<file path="src/rtl/cursor_position.sv">
`default_nettype none
// ============================================================================
// Module   : cursor_position
// Brief    : Terminal cursor row/column registers. Executes movement commands
//            from the escape/control decoder, raises scroll requests toward
//            screen memory and pulses pos_changed whenever the cursor moves.
// Options  : CURSOR_AUTO_WRAP_EN - ADVANCE at the last column wraps to column
//            0 of the next line (scrolling at the bottom row). When undefined,
//            the cursor sticks at the last column (VT52 behaviour).
// Revision : 1.0 - initial release
// ============================================================================
module cursor_position #(
    parameter int COLS     = 80,
    parameter int ROWS     = 24,
    parameter int COL_W    = 7,
    parameter int ROW_W    = 5,
    parameter int TAB_STOP = 8
) (
    input  logic             clk,
    input  logic             clr,
    input  logic             cmd_valid,
    input  logic [3:0]       cmd,
    input  logic [ROW_W-1:0] cmd_row,
    input  logic [COL_W-1:0] cmd_col,
    output logic             cmd_ready,
    output logic [ROW_W-1:0] row,
    output logic [COL_W-1:0] col,
    output logic             pos_changed,
    output logic             scroll_req,
    output logic             scroll_dir,
    input  logic             scroll_ack
);

    // Opcodes from the decoder; 12-15 fall into the default (NOP) arm.
    localparam logic [3:0] c_op_up      = 4'd1;
    localparam logic [3:0] c_op_down    = 4'd2;
    localparam logic [3:0] c_op_right   = 4'd3;
    localparam logic [3:0] c_op_left    = 4'd4;
    localparam logic [3:0] c_op_home    = 4'd5;
    localparam logic [3:0] c_op_cr      = 4'd6;
    localparam logic [3:0] c_op_lf      = 4'd7;
    localparam logic [3:0] c_op_advance = 4'd8;
    localparam logic [3:0] c_op_addr    = 4'd9;
    localparam logic [3:0] c_op_tab     = 4'd10;
    localparam logic [3:0] c_op_rlf     = 4'd11;

    localparam logic [ROW_W-1:0] c_row_max   = ROW_W'(ROWS - 1);
    localparam logic [ROW_W-1:0] c_row_one   = ROW_W'(1);
    localparam logic [COL_W-1:0] c_col_max   = COL_W'(COLS - 1);
    localparam logic [COL_W-1:0] c_col_one   = COL_W'(1);
    localparam logic [COL_W-1:0] c_tab_stop  = COL_W'(TAB_STOP);
    localparam logic [COL_W-1:0] c_tab_limit = COL_W'(COLS - TAB_STOP);

    typedef enum logic [0:0] {
        IDLE        = 1'b0,
        SCROLL_WAIT = 1'b1
    } state_t;

    state_t           state_q, state_d;
    logic [ROW_W-1:0] row_q, row_d;
    logic [COL_W-1:0] col_q, col_d;
    logic             pos_changed_q, pos_changed_d;
    logic             scroll_dir_q, scroll_dir_d;

    logic             w_accept;
    logic [COL_W-1:0] w_tab_next;

    assign cmd_ready   = (state_q == IDLE);
    assign w_accept    = cmd_valid && cmd_ready;
    // scroll_req follows the state directly so an async clear drops it at once.
    assign scroll_req  = (state_q == SCROLL_WAIT);
    assign scroll_dir  = scroll_dir_q;
    assign row         = row_q;
    assign col         = col_q;
    assign pos_changed = pos_changed_q;

    // Next tab stop; only used when col < COLS-TAB_STOP so it never overflows.
    assign w_tab_next = (col_q / c_tab_stop + c_col_one) * c_tab_stop;

    // State and cursor registers with asynchronous clear.
    always_ff @(posedge clk or posedge clr) begin
        if (clr) begin
            state_q       <= IDLE;
            row_q         <= '0;
            col_q         <= '0;
            pos_changed_q <= 1'b0;
            scroll_dir_q  <= 1'b0;
        end else begin
            state_q       <= state_d;
            row_q         <= row_d;
            col_q         <= col_d;
            pos_changed_q <= pos_changed_d;
            scroll_dir_q  <= scroll_dir_d;
        end
    end

    // Command execution, scroll handshake and move detection.
    always_comb begin
        state_d      = state_q;
        row_d        = row_q;
        col_d        = col_q;
        scroll_dir_d = scroll_dir_q;

        case (state_q)
            IDLE: begin
                if (cmd_valid) begin
                    case (cmd)
                        c_op_up:    if (row_q != '0)        row_d = row_q - c_row_one;
                        c_op_down:  if (row_q < c_row_max)  row_d = row_q + c_row_one;
                        c_op_right: if (col_q < c_col_max)  col_d = col_q + c_col_one;
                        c_op_left:  if (col_q != '0)        col_d = col_q - c_col_one;
                        c_op_home: begin
                            row_d = '0;
                            col_d = '0;
                        end
                        c_op_cr:    col_d = '0;
                        c_op_lf: begin
                            if (row_q < c_row_max) begin
                                row_d = row_q + c_row_one;
                            end else begin
                                state_d      = SCROLL_WAIT;
                                scroll_dir_d = 1'b0;
                            end
                        end
                        c_op_rlf: begin
                            if (row_q != '0) begin
                                row_d = row_q - c_row_one;
                            end else begin
                                state_d      = SCROLL_WAIT;
                                scroll_dir_d = 1'b1;
                            end
                        end
                        c_op_advance: begin
                            if (col_q < c_col_max) begin
                                col_d = col_q + c_col_one;
                            end else begin
`ifdef CURSOR_AUTO_WRAP_EN
                                col_d = '0;
                                if (row_q < c_row_max) begin
                                    row_d = row_q + c_row_one;
                                end else begin
                                    state_d      = SCROLL_WAIT;
                                    scroll_dir_d = 1'b0;
                                end
`endif
                            end
                        end
                        c_op_addr: begin
                            if (cmd_row <= c_row_max) row_d = cmd_row;
                            col_d = (cmd_col <= c_col_max) ? cmd_col : c_col_max;
                        end
                        c_op_tab: begin
                            if (col_q < c_tab_limit)     col_d = w_tab_next;
                            else if (col_q < c_col_max)  col_d = col_q + c_col_one;
                        end
                        default: ;
                    endcase
                end
            end
            SCROLL_WAIT: begin
                if (scroll_ack) state_d = IDLE;
            end
            default: state_d = IDLE;
        endcase

        pos_changed_d = w_accept && ((row_d != row_q) || (col_d != col_q));
    end

endmodule
`default_nettype wire
</file>
<file path="config.mk">
export PLATFORM = sky130hd
export DESIGN_NAME = cursor_position
export DESIGN_NICKNAME = d
export VERILOG_FILES = /design/src/rtl/cursor_position.sv
export SDC_FILE = /design/constraint.sdc
export NUM_CORES = 1
export LEC_CHECK = 0
export CAP_MARGIN = 20
export CORE_MARGIN = 10
export CORE_UTILIZATION = 35
export CTS_BUF_LIST = sky130_fd_sc_hd__clkbuf_8
export DETAILED_ROUTE_END_ITERATION = 6
export PLACE_DENSITY = 0.65
export SYNTH_ARGS = -nofsm -noshare
export SYNTH_HDL_FRONTEND = slang
export SYNTH_SLANG_ARGS = --single-unit
</file>
<file path="constraint.sdc">
create_clock -name clk -period 3.9 [get_ports clk]
set_clock_uncertainty 0.05 [all_clocks]
set_input_delay 0.585 -clock clk [delete_from_list [all_inputs] [get_ports clk]]
set_output_delay 0.585 -clock clk [all_outputs]
set_load 0.01 [all_outputs]
</file>
---- Yosys cells after proc, flatten, opt, wreduce, memory -nomap -nowiden ----
Index checks and enable logic that the tools add are counted.
storage, ports and cells
  flip-flop bits (word level) ............. 15
  bits of input ports ..................... 20
  output and inout bits ................... 16
  logic and storage cells ................. 64
cells by class
  add/subtract/negate cells ............... 5
  $lt $le $gt $ge ......................... 5
  eq/ne operators ......................... 15
  multiplexer cells ....................... 22
  bitwise gates (word level) .............. 1
  reduce and logical (&&, ||, !) cells .... 11
operators with widths
  cell                                                                   number
  7-bit two-way mux                                                      6
  7-bit case mux with 5 select lines                                     1
  5-bit two-way mux                                                      5
  5-bit case mux with 4 select lines                                     1
  4-bit by 3-bit equality test with 1-bit output, second input constant  4
  4-bit equality test, second input constant                             4
  7-bit less-than comparator, second input constant                      2
  4-bit by 2-bit equality test with 1-bit output, second input constant  2
  2-bit OR reduction                                                     4
  7-bit by 1-bit adder with 7-bit output, second input constant          1
  7-bit less-or-equal comparator, second input constant                  1
  7-bit != test                                                          1
  7-bit nonzero test                                                     1
  7-bit by 1-bit subtractor with 7-bit output, second input constant     1
  1-bit two-way mux                                                      6
  1-bit case mux with 2 select lines                                     3
  5-bit by 1-bit adder with 5-bit output, second input constant          1
  5-bit less-or-equal comparator, second input constant                  1
  5-bit less-than comparator, second input constant                      1
  5-bit != test                                                          1
  5-bit AND reduction                                                    1
  5-bit nonzero test                                                     1
  5-bit by 1-bit subtractor with 5-bit output, second input constant     1
  4-bit by 1-bit adder with 4-bit output, second input constant          1
  other kinds (6)                                                        8

---- Logic depth before layout (Yosys ltp) ----
  depth in word-level cells ............... 9
  mapped depth ............................ 10
  gate-level depth less buffers ........... 9

---- Worst setup path after synthesis ----
No wires, ideal clock.
  path kind ............................... reg2reg
  start point ............................. reg col_q[3], in the netlist col[3]
  end point ............................... reg pos_changed_q, in the netlist pos_changed
  library setup time ...................... 0.143 ns
  arrival ................................. 2.427 ns
  data required time ...................... 3.707 ns
  setup slack ............................. 1.280 ns
  cell stages (with the launch flop) ...... 11
  buffers on the path ..................... 1
  clock period less this slack ............ 2.620 ns
  path through ............................ dfrtp_1 -> clkbuf_1 -> inv_1 -> ha_1 -> nor2b_1 -> o311a_1 -> or2_1 -> o21ai_1 -> o22ai_1 -> nor4_1 -> nand4_1
between the ends
  cells in the longest elaborated chain, start to end .. 9
  elaborated cells on any way between the ends .. 15
  those cells by class .................... 3 x add/sub; 2 x order compare; 1 x eq/ne; 6 x mux; 3 x reduce/logical
RTL lines
  element                                                                                      RTL line       text
  from (decl)                                                                                  61             logic [COL_W-1:0] col_q, col_d;
  from (signal assigned)                                                                       91             col_q <= col_d;
  7-bit by 1-bit adder with 7-bit output / 7-bit less-than comparator (equally long branches)  -
  7-bit two-way mux                                                                            110, 134, 154
  7-bit two-way mux                                                                            153            if (col_q < c_tab_limit) col_d = w_tab_next;
  7-bit case mux with 5 select lines                                                           107            case (cmd)
  7-bit two-way mux                                                                            106            if (cmd_valid) begin
  7-bit two-way mux                                                                            104            case (state_q)
  7-bit != test (*)                                                                            166            pos_changed_d = w_accept && ((row_d != row_q) || (col_d != col_q));
  1-bit logical OR (*)                                                                         166
  1-bit logical AND (*)                                                                        166
  net pos_changed_d                                                                            62             logic pos_changed_q, pos_changed_d;
  to (signal assigned)                                                                         92             pos_changed_q <= pos_changed_d;
  to (decl)                                                                                    62
The timed path passes the listed nets; every way through them passes the cells marked *.
A chain may end at the register's enable or synchronous reset.

---- Worst setup path in the final report ----
  start point ............................. in cmd[2]
  end point ............................... reg pos_changed_q, in the netlist pos_changed
between the ends
  cells in the longest elaborated chain, start to end .. 8
  elaborated cells on any way between the ends .. 25
  those cells by class .................... 13 x eq/ne; 6 x mux; 6 x reduce/logical
RTL lines
  element                                                                                          RTL line  text
  from (decl)                                                                                      22        input logic [3:0] cmd,
  4-bit equality test (tied with other cells)                                                      107
  2-bit OR reduction (no source line)                                                              -
  7-bit case mux with 5 select lines / 5-bit case mux with 4 select lines (equally long branches)  107
  7-bit two-way mux / 5-bit two-way mux (equally long branches)                                    106
  7-bit two-way mux / 5-bit two-way mux (equally long branches)                                    104
  7-bit != test / 5-bit != test (equally long branches)                                            166
  1-bit logical OR (*)                                                                             166
  1-bit logical AND (*)                                                                            166
  net pos_changed_d                                                                                62
Marked as above.

==> load_flow_metrics.sql <==
INSERT INTO impl_metrics (metric_group, metric, value, unit) VALUES
('yosys', 'synth_most_common_cell', 'o21ai_0', ''),
('timing', 'rsz_0062_raised_after_global_routing', 'no', ''),
('grt', 'track_usage', '13.1', '%'),
('yosys', 'syn_nets', '277', ''),
('power_and_ir_drop', 'pwr-share-clk', '15.1', '%'),
('power_and_ir_drop', 'leakagePower', '0.906', 'nW'),
('grt', 'residual_overflow_from_global_routing', '0', ''),
('run', 'timing.max_cap.violations', '0', ''),
('yosys', 'post_synth_num_cell_types', '64', ''),
('yosys', 'top_cells_by_instance_count_after_synthesis', 'o21ai_0, a21oi_1, dfrtp_1, inv_1, nand2_1', ''),
('yosys', 'seq_area_frac_synth', '19.7', '%'),
('yosys', 'synthDominantCellAreaShare', '19.7', '%'),
('grt', 'initial_antenna_violation_count', '0', ''),
('die', 'chipWidth', '93.8', 'um'),
('critical_path', 'crit_type', 'in2reg', ''),
('detailed_routing', 'total_length_of_routed_met3_wires', '447', 'um'),
('grt', 'first_pass_grt_wire_length', '9.54', 'mm'),
('critical_path', 'timing.critical_path.to_type', 'flip-flop', ''),
('power_and_ir_drop', 'netSwitchingPower', '416', 'uW'),
('timing', 'maxSlewHeadroom', '56.3', '%'),
('timing', 'final.min_clock_period', '2.99', 'ns'),
('layout', 'finish.utilization', '45.2', '%'),
('timing', 'setup-violations-final', '0', ''),
('detailed_routing', 'count_of_routing_violations_after_the_opening_detailed_route_iteration', '259', ''),
('clocking', 'ctsHoldBuffers', '0', ''),
('power_and_ir_drop', 'power.density_cell_area', '391', 'mW/mm2'),
('critical_path', 'critPathArrivalTime', '3.06', 'ns'),
('critical_path', 'setup.reg_to_reg.worst_slack', '0.94', 'ns'),
('detailed_routing', 'top_signal_layer_used', 'met4', ''),
('place', 'place_area', '0.00230', 'mm2'),
('yosys', 'synth_area_leaders', 'dfrtp_1, o21ai_0, ha_1', ''),
('clocking', 'clk_transition_reported_paths', '0.07', 'ns'),
('die', 'fp.dieH', '93.8', 'um'),
('run_status', 'status', 'finished clean', ''),
('clocking', 'worst_skew_pair.late_latency', '0.26', 'ns'),
('detailed_routing', 'number_of_vias_per_cell', '5.99', ''),
('yosys', 'average_instance_area_after_synthesis', '7.68', 'um2'),
('power_and_ir_drop', 'seq_power_share', '31.2', '%'),
('timing', 'layout_worst_path_cycle_share', '76.6', '%'),
('yosys', 'synth.largest_area_cell', 'dfrtp_1', ''),
('yosys', 'postSynthRegisterBits', '15', ''),
('clocking', 'numClockSinks', '15', ''),
('critical_path', 'critical-path-max-stage-delay', '0.77', 'ns'),
('timing', 'max_clock_freq', '335', 'MHz'),
('min_path', 'worst_hold_class', 'reg2reg', ''),
('yosys', 'synth_warnings', '0', ''),
('power_and_ir_drop', 'max-vdd-ir-drop', '0.185', 'mV'),
('detailed_routing', 'met2_wirelength', '2.82', 'mm'),
('die', 'boundaryPins', '36', ''),
('layout', 'finish.net_count', '306', ''),
('clocking', 'clockRootBuffer', 'clkbuf_8', ''),
('power_and_ir_drop', 'p_int', '502', 'uW'),
('clocking', 'cts_max_path_buffers', '2', ''),
('power_and_ir_drop', 'report.power.total', '918', 'uW'),
('place', 'hpwl', '4.50', 'mm'),
('die', 'die_area', '0.00880', 'mm2'),
('clocking', 'cts-buffers-inserted', '3', ''),
('die', 'initial_utilization', '36.6', '%'),
('layout', 'antennaDiodeCount', '0', ''),
('power_and_ir_drop', 'power.share.combinational', '53.7', '%'),
('power_and_ir_drop', 'power.share.switching', '45.3', '%'),
('place', 'buffer_ports.inserted', '35', ''),
('timing', 'worstMarginPinSlew', '0.655', 'ns'),
('critical_path', 'critPathSlowestCell', 'clkdlybuf4s50_1', ''),
('timing', 'finalHoldWorstSlack', '0.468', 'ns'),
('die', 'placeableCoreArea', '0.00520', 'mm2'),
('detailed_routing', 'drt_wl_total', '5.94', 'mm'),
('yosys', 'postSynthCellCount', '248', ''),
('detailed_routing', 'drcViolationCount', '0', ''),
('layout', 'final_layout_size_suffix_gt1_share', '5.43', '%'),
('yosys', 'postSynth.asyncResetShare', '100', '%');
==> kinds of logic after synthesis <==
kind of cell	count (synthesis)	share of synthesized area, %
adders and majority gates	9	5.91
and+or+nand+nor	82	26.0
xor gates and xnor gates	7	3.22
buffers and inverters	29	6.30
muxes	3	1.64
AOI/OAI and AO/OA	103	37.2
DFF	15	19.7
==> registers in the layout, indices dropped and copies added, names as in the netlist <==
register,flops
col,7
row,5
pos_changed,1
scroll_dir,1
scroll_req,1
==> per-stage QoR <==
step / instances / worst slack, ns
CTS: 346 / 0.924
global placement: 342 / 0.690
finish: 346 / 0.914
floorplan: 248 / 1.28
global route: 346 / 0.756
detailed placement: 342 / 0.640
==> power by group through the flow <==
stage                     logic (mW)  registers (mW)  clock network, mW
after floorplan                0.338           0.254                  0
after global placement         0.494           0.289                  0
after detailed placement       0.490           0.287                  0
after CTS                      0.494           0.285              0.142
after global routing           0.547           0.298              0.149
final                          0.493           0.287              0.138
==> cell usage in the layout (no fill, tap or decap), types with 5 or more instances in the layout <==
cell type,netlist,layout
nor2b_1,5,5
inv_1,15,15
nor2_1,10,10
o211ai_1,9,9
ha_1,9,9
xnor2_1,5,5
dfrtp_1,15,15
o21ai_0,23,23
a21oi_1,16,16
nand3_1,8,8
clkdlybuf4s50_1,0,35
nand2_1,15,15
and3_1,6,6
nand2b_1,6,6
nor3_1,5,5
==> layout make-up <==
cell class / instances / area [um2] / area share [%]
Clock inverter: 1 / 7.51 / 0.319
Tap cell: 70 / 87.6 / 3.73
Multi-Input combinational cell: 204 / 1410 / 60.0
Timing Repair Buffer: 38 / 373 / 15.9
Clock buffer: 3 / 41.3 / 1.76
Inverter: 15 / 56.3 / 2.39
Sequential cell: 15 / 375 / 16.0
==> worst paths after layout <==
| check | start | end | depth (start not counted) |
|---|---|---|---|
| max | cmd[2] | pos_changed$_DFF_PP0_ | 7 |
| max in group asynchronous | clr | scroll_dir$_DFFE_PP0P_ | 2 |
| min in group asynchronous | clr | col[3]$_DFF_PP0_ | 2 |
| max reg2reg | col[3]$_DFF_PP0_ | pos_changed$_DFF_PP0_ | 9 |
| min reg2reg | scroll_dir$_DFFE_PP0P_ | scroll_dir$_DFFE_PP0P_ | 2 |
| min | scroll_dir$_DFFE_PP0P_ | scroll_dir$_DFFE_PP0P_ | 2 |
==> layer usage <==
| layer | track usage (%) | vias to the layer above |
|---|---|---|
| met5 | 0 | - |
| met3 | 3.36 | 8 |
| met1 | 16.3 | 984 |
| li1 | - | 998 |
| met2 | 22.0 | 82 |
| met4 | 3.04 | 0 |
==> critical path: cells and delay by family <==
kind                   cells  cell delay [ns]
and+or+nand+nor            3             0.97
AOI/OAI and AO/OA          3             0.72
buffers and inverters      1             0.77
Note: power is estimated with default switching activity, not from simulation.
